==> src/rtl/fnd_scan_controller.sv <==
// fnd_scan_controller
//   Converts a 14-bit binary sensor reading to 4-digit BCD with a sequential
//   double-dabble engine, then time-multiplexes the digits onto an
//   active-low common-anode style FND (one digit enabled per scan tick).
//
// Ports
//   clk       in   system clock, rising edge
//   rst_n     in   asynchronous active-low reset
//   load      in   strobe, captures value (saturated to 9999)
//   value     in   14-bit unsigned reading
//   dp_mask   in   per-digit decimal point enable (bit0 = ones digit)
//   blank_lz  in   leading-zero blanking enable
//   busy      out  high while a conversion is running
//   fnd_com   out  digit enables, active-low
//   fnd_data  out  segments {dp,g,f,e,d,c,b,a}, active-low
module fnd_scan_controller #(
    parameter int CLK_HZ  = 100_000_000,
    parameter int SCAN_HZ = 1000
) (
    input  logic        clk,
    input  logic        rst_n,
    input  logic        load,
    input  logic [13:0] value,
    input  logic [3:0]  dp_mask,
    input  logic        blank_lz,
    output logic        busy,
    output logic [3:0]  fnd_com,
    output logic [7:0]  fnd_data
);

    localparam int DIV = CLK_HZ / SCAN_HZ;
    localparam int PW  = (DIV > 2) ? $clog2(DIV) : 1;

    typedef enum logic {IDLE, CONV} state_t;

    state_t        state_q, state_d;
    logic [13:0]   bin_q, bin_d;
    logic [15:0]   bcd_q, bcd_d;
    logic [3:0]    iter_q, iter_d;
    logic          pend_vld_q, pend_vld_d;
    logic [13:0]   pend_q, pend_d;
    logic [15:0]   disp_q, disp_d;

    logic [PW-1:0] presc_q, presc_d;
    logic [1:0]    idx_q, idx_d;
    logic [3:0]    com_q, com_d;
    logic [7:0]    data_q, data_d;

    logic [15:0]   adj;
    logic [15:0]   shifted;
    logic          tick;
    logic          lz;
    logic [3:0]    digit;
    logic [7:0]    seg;

    function automatic logic [13:0] sat9999(input logic [13:0] v);
        return (v > 14'd9999) ? 14'd9999 : v;
    endfunction

    // Add 3 to every nibble >= 5 so the following shift carries correctly.
    function automatic logic [15:0] dabble_adj(input logic [15:0] b);
        logic [15:0] r;
        r = b;
        for (int i = 0; i < 4; i++) begin
            if (b[4*i +: 4] >= 4'd5) r[4*i +: 4] = b[4*i +: 4] + 4'd3;
        end
        return r;
    endfunction

    function automatic logic [7:0] seg7(input logic [3:0] d);
        case (d)
            4'd0:    return 8'hC0;
            4'd1:    return 8'hF9;
            4'd2:    return 8'hA4;
            4'd3:    return 8'hB0;
            4'd4:    return 8'h99;
            4'd5:    return 8'h92;
            4'd6:    return 8'h82;
            4'd7:    return 8'hF8;
            4'd8:    return 8'h80;
            4'd9:    return 8'h90;
            default: return 8'hFF;
        endcase
    endfunction

    // Conversion FSM
    always_comb begin
        state_d    = state_q;
        bin_d      = bin_q;
        bcd_d      = bcd_q;
        iter_d     = iter_q;
        pend_vld_d = pend_vld_q;
        pend_d     = pend_q;
        disp_d     = disp_q;
        adj        = dabble_adj(bcd_q);
        shifted    = {adj[14:0], bin_q[13]};

        case (state_q)
            IDLE: begin
                if (load) begin
                    state_d = CONV;
                    bin_d   = sat9999(value);
                    bcd_d   = 16'd0;
                    iter_d  = 4'd0;
                end
            end
            CONV: begin
                bcd_d  = shifted;
                bin_d  = {bin_q[12:0], 1'b0};
                iter_d = iter_q + 4'd1;
                if (load) begin
                    pend_vld_d = 1'b1;
                    pend_d     = sat9999(value);
                end
                if (iter_q == 4'd13) begin
                    // Whole result lands in one edge so a scan tick never sees a mix.
                    disp_d = shifted;
                    if (load || pend_vld_q) begin
                        // A load arriving on the completion edge is the newest value.
                        bin_d      = load ? sat9999(value) : pend_q;
                        bcd_d      = 16'd0;
                        iter_d     = 4'd0;
                        pend_vld_d = 1'b0;
                    end else begin
                        state_d = IDLE;
                    end
                end
            end
            default: state_d = IDLE;
        endcase
    end

    // Digit scan
    always_comb begin
        tick    = (presc_q == PW'(DIV - 1));
        presc_d = tick ? '0 : presc_q + PW'(1);
        idx_d   = idx_q;
        com_d   = com_q;
        data_d  = data_q;
        digit   = disp_q[{idx_q, 2'b00} +: 4];

        case (idx_q)
            2'd1:    lz = (disp_q[15:4] == 12'd0);
            2'd2:    lz = (disp_q[15:8] == 8'd0);
            2'd3:    lz = (disp_q[15:12] == 4'd0);
            default: lz = 1'b0;
        endcase

        seg = (blank_lz && lz) ? 8'hFF : seg7(digit);
        if (dp_mask[idx_q]) seg[7] = 1'b0;

        if (tick) begin
            idx_d  = idx_q + 2'd1;
            com_d  = ~(4'b0001 << idx_q);
            data_d = seg;
        end
    end

    always_ff @(posedge clk or negedge rst_n) begin
        if (!rst_n) begin
            state_q    <= IDLE;
            bin_q      <= '0;
            bcd_q      <= '0;
            iter_q     <= '0;
            pend_vld_q <= 1'b0;
            pend_q     <= '0;
            disp_q     <= '0;
            presc_q    <= '0;
            idx_q      <= '0;
            com_q      <= 4'hF;
            data_q     <= 8'hFF;
        end else begin
            state_q    <= state_d;
            bin_q      <= bin_d;
            bcd_q      <= bcd_d;
            iter_q     <= iter_d;
            pend_vld_q <= pend_vld_d;
            pend_q     <= pend_d;
            disp_q     <= disp_d;
            presc_q    <= presc_d;
            idx_q      <= idx_d;
            com_q      <= com_d;
            data_q     <= data_d;
        end
    end

    assign busy     = (state_q == CONV);
    assign fnd_com  = com_q;
    assign fnd_data = data_q;

endmodule

==> config.mk <==
export PLATFORM = sky130hd
export DESIGN_NAME = fnd_scan_controller
export DESIGN_NICKNAME = d
export VERILOG_FILES = /design/src/rtl/fnd_scan_controller.sv
export SDC_FILE = /design/constraint.sdc
export NUM_CORES = 1
export LEC_CHECK = 0
export ABC_AREA = 1
export CORE_MARGIN = 2
export CORE_UTILIZATION = 60
export CTS_BUF_LIST = sky130_fd_sc_hd__clkbuf_4
export DETAILED_ROUTE_END_ITERATION = 12
export PLACE_DENSITY = 0.81
export SYNTH_ARGS = -nofsm -noshare
export SYNTH_HDL_FRONTEND = slang
export SYNTH_SLANG_ARGS = --single-unit
==> constraint.sdc <==
create_clock -name clk -period 1.96 [get_ports clk]
set_input_delay 0.392 -clock clk [delete_from_list [all_inputs] [get_ports clk]]
set_output_delay 0.392 -clock clk [all_outputs]
set_load 0.03 [all_outputs]
**Yosys cells after proc, flatten, opt, wreduce, memory -nomap -nowiden**

Memories as Yosys holds them, arrays and structs flattened.
Index checks and enable logic that the tools add are counted.

- Flip-flop bits (word level): 97
- Bits in read-only memories: 112
- Bits of input ports: 22
- Memories: 1

- $add $sub $neg: 7
- Order comparisons: 6
- Equality and inequality tests: 6
- Shift-type cells: 2
- Multiplexer cells: 31
- Bitwise logic cells: 2
- Reductions and logical operators: 6

Memory list:

| memory | words | bits a word | rd ports | clocked after Yosys merged registers in | wr ports | RTL line | RTL |
|---|---|---|---|---|---|---|---|
| (name not given) | 16 | 7 | 1 | 0 | 0 | 71 | `case (d)` |

Operator list:

| operator | number |
|---|---|
| 14-bit two-way mux | 5 |
| 16-bit two-way mux | 3 |
| 16-bit case mux with 2 select lines | 1 |
| 14-bit case mux with 2 select lines | 1 |
| 4-bit two-way mux | 6 |
| 17-bit by 1-bit adder with 17-bit output, second input constant | 1 |
| 17-bit equality test, second input constant | 1 |
| 17-bit two-way mux | 1 |
| 4-bit by 3-bit >= comparator with 1-bit output, second input constant | 4 |
| 16-bit by 5-bit variable part select with 4-bit output | 1 |
| 14-bit > comparator, second input constant | 1 |
| 4-bit by 2-bit adder with 4-bit output, second input constant | 3 |
| 12-bit logical NOT | 1 |
| 8-bit logical NOT | 1 |
| 1-bit two-way mux | 8 |
| 8-bit two-way mux | 1 |
| 4-bit case mux with 2 select lines | 1 |
| 4-bit by 1-bit adder with 4-bit output, second input constant | 1 |
| 2-bit equality test, second input constant | 2 |
| 4-bit equality test, second input constant | 1 |
| 4-bit logical NOT | 1 |
| 4-bit inverter | 1 |
| 1-bit by 2-bit left shift with 4-bit output, first input constant | 1 |
| 3-bit by 2-bit adder with 3-bit output, second input constant | 1 |
| 12 further kinds | 12 |

**Depth between registers and ports, before layout**

- Word-level depth: 6
- Mapped depth: 13
- Gate-level depth less buffers: 12

**Worst setup path after synthesis**

OpenSTA, ideal clock, no wires.

- Kind: reg-to-reg
- Start point: register idx_q[0]
- End point: register data_q[3] (netlist: fnd_data[3])
- Arrival time: 1497 ps
- Slack: 387 ps
- Cell stages (with the launch flop): 12
- Buffers on the path: 1
- Period minus slack after synthesis: 1573 ps
- Cell sequence: dfrtp_1 > buf_4 > nand2_1 > nand3_1 > nand2_1 > inv_1 > ha_1 > nand3_1 > nand3_1 > nand2_1 > nor2_1 > nor2_1

- Cells in the longest elaborated chain, start to end: 4

RTL lines:

| what | RTL line | RTL |
|---|---|---|
| start: declaration | 45 | `logic [1:0] idx_q, idx_d;` |
| start signal: assignment | 181 | `idx_q <= idx_d;` |
| branches (longest 3 deep; another with memory read 16 x 7 bit) | - |  |
| 8-bit two-way mux (*) | 149 | `seg = (blank_lz && lz) ? 8'hFF : seg7(digit);` |
| end signal: assignment | 183 | `data_q <= data_d;` |
| end: declaration | 47 | `logic [7:0] data_q, data_d;` |

Every way passes the cells marked *.
A chain may end at the register's enable or synchronous reset.

**Worst setup path after layout**

- Start point: register state_q (netlist: busy)
- End point: output busy

RTL lines:

| what | RTL line | RTL |
|---|---|---|
| start: declaration | 36 | `state_t state_q, state_d;` |
| start signal: assignment | 173 | `state_q <= state_d;` |
| end: declaration | 26 | `output logic busy,` |

No word-level cell between the ends.

==> results.json <==
{
  "ant_nets": 0,
  "dp.cells": 806,
  "max_freq_mhz": 539.1,
  "slew_violations": 0,
  "synth.most_common_cell": "nand2_1",
  "dieWidth_microns": 97.59,
  "dp_hpwl_mm": 7.963,
  "vias_per_cell": 5.327,
  "drtPass1Iterations": 7,
  "antenna_found_initial": 0,
  "setup_violations": 0,
  "cp_max_fo": 2,
  "ys_types": 37,
  "antenna_cells": 0,
  "vias": 4395,
  "placementRows": 34,
  "max_stage_delay_ns": 0.67,
  "cp-start-kind": "flip-flop",
  "finalNonFillerCells": 825,
  "powerDensity_nw_per_um2": 1057,
  "area_growth_pct": 12.48,
  "clkTransAtPathRegs_ns": 0.16,
  "worstPathArrival_ns": 1.46,
  "slowest_stage": "clkdlybuf4s50_1",
  "period_needed_ns": 1.855,
  "grt_max_degree": 46,
  "drive_above_1_share_pct": 11.02,
  "syn_area_sq_um": 5255,
  "io_pins": 35,
  "clockRootBuffer": "clkbuf_4",
  "clk_latency_ns": 0.44,
  "outcome": "finished clean",
  "cts-buffers-inserted": 9,
  "crit_path_end_kind": "output port",
  "dieHeight_microns": 97.59,
  "synthFlopType": "dfrtp_1",
  "port_buffers": 34,
  "synth_area_per_cell_sq_um": 7.914,
  "path_class": "reg2out",
  "yosysWarnings": 0,
  "clock_skew_ns": 0.02273,
  "crit_path_cell_trace": "clkdlybuf4s50_1",
  "die-area_sq_um": 9523,
  "yosysSeqAreaShare_pct": 46.48,
  "hp-class": "in2async",
  "final_core_util_pct": 68.78,
  "wl_per_cell_microns": 13.07,
  "hold_ws_ns": 0.3541,
  "fin_ws_ns": 0.1051,
  "clkSinkCount": 97,
  "ir_drop_mv": 0.5958,
  "r2r_start": "idx_q[0]",
  "relSlewSlack_pct": 65.37,
  "yosys-top-cells-count": "nand2_1, dfrtp_1, inv_1",
  "grt_pass1_vias": 4440,
  "grt-ovfl-total": 0,
  "grt_first_pass_wirelength_mm": 18.84,
  "cp.buffers_inverters": 1,
  "worstMarginPinSlew_ns": 0.5189,
  "critPathLaunch": "busy",
  "yosysTopAreaCellShare_pct": 40.48,
  "drt_iter0_markers": 248,
  "clockBufferDepth": 2,
  "ctsHtreeMaxLevel": 3,
  "cp_data_required_time_ns": 1.57,
  "wl_mm": 10.78,
  "routabilityCongestion": 0.9244,
  "max-cap-violations": 0,
  "layout.nets": 755,
  "initial_core_util_pct": 61.15,
  "tns_ns": 0,
  "critPathTopFamily": "buffers and inverters",
  "synthArstFlopShare_pct": 100.0,
  "syn_inst": 664,
  "coreArea_sq_um": 8593,
  "power_leakage_nw": 2.963,
  "cts_tree": "built",
  "synth_largest_area_cell": "dfrtp_1",
  "synth-edff-count": 0,
  "rsz0062_at_grt": "false",
  "synth_seq_cells": 97,
  "drc": 0,
  "pre_cts_slack_ns": -0.01728,
  "synth_nets": 707,
  "track_usage_pct": 23.63,
  "hold_violations": 0,
  "synth_area_leaders": "dfrtp_1, nand2_1, dfstp_2",
  "finalCritPeriodShare_pct": 94.64,
  "num-fill-cells": 702
}
==> layout by cell type, fill, tap and decap left out, types with 2 or more instances in the layout <==
cell             netlist  layout
xor2_1                17      17
nand2_2                5       5
ha_1                  21      21
a22o_1                 2       2
inv_2                  5       5
clkdlybuf4s50_1        0      21
nand4_1                4       4
nor2_1                46      46
buf_12                 0       2
nor2_4                 3       3
dfstp_2               12      12
clkinv_1               1       3
inv_1                 81      81
o21ai_2                6       6
dfrtp_1               85      83
nand3_2                4       4
clkinvlp_4             0       3
o21ai_0               56      56
o22ai_1               11      11
buf_4                  7      20
nor3_1                13      13
nand3b_1               4       4
or2_2                  4       4
nand3_1               24      24
dlygate4sd2_1          0      12
dfrtp_2                0       2
clkbuf_4               0       9
a21oi_1               24      24
nand2_1              206     206
==> registers in the layout (all words and copies together) (netlist names) <==
signal      flops
bin_q          14
pend_vld_q      1
idx_q           2
presc_q        17
iter_q          4
fnd_com         4
disp_q         16
fnd_data        8
pend_q         14
busy            1
bcd_q          16
==> layout make-up <==
type                       instances  area [sq um]  share of cell area, %
sequential                        97          2445                  41.36
tap                              108         135.1                  2.286
multi-input combinational        461          2352                  39.80
timing repair buffer              56         515.5                  8.721
clock inverter                     7         68.82                  1.164
clock buffer                       9         67.56                  1.143
inverter                          87         326.6                  5.525
==> per-stage QoR <==
step | power, mW | cell area, sq um
floorplan | 4.554 | 5255
finish | 6.245 | 5911
CTS | 6.268 | 5893
detailed placement | 5.192 | 5762
global route | 6.788 | 5911
global placement | 5.040 | 5762
==> cells by family after synthesis <==
group | count (synthesis) | share of synthesized area (%)
buffers and inverters | 106 | 8.762
adder cells (fa/ha/maj) | 21 | 5.000
XOR/XNOR | 18 | 3.000
flip-flops | 97 | 46.48
AO/OA/AOI/OAI | 105 | 11.14
AND/OR/NAND/NOR | 317 | 25.62
==> metal layers <==
layer	share of wire [%]	wire [microns]	vias up	global-route usage [%]
met5	0	0	-	0
met4	0.93	100	0	6.731
met3	4.1	439	11	4.820
met2	50	5370	109	40.80
met1	45	4871	2076	30.24
li1	-	-	2199	-
==> power by group <==
part | internal (mW) | switching, mW
registers | 2.52 | 0.339
clock network | 0.385 | 0.685
logic | 0.886 | 1.43
==> path summary, 6_finish.rpt <==
kind	end	slack, ns	cells past startpoint
max	busy	0.11	1
min	presc_q[13]	0.35	2
max reg2reg	fnd_data[1]	0.13	12
min reg2reg	bin_q[9]	0.49	2
max in group asynchronous	fnd_com[0]	1.00	3
min in group clk	bin_q[9]	0.49	2
==> repair_timing <==
action / CTS / global route
hold buffers: 1 / 0
resized for setup: 12 / 2
setup endpoints to repair: 12 / 4
pin swaps: 0 / 0
hold endpoints to repair: 18 / 0
buffers inserted: 0 / 2
No activity file was read; power rests on OpenSTA's default activity.
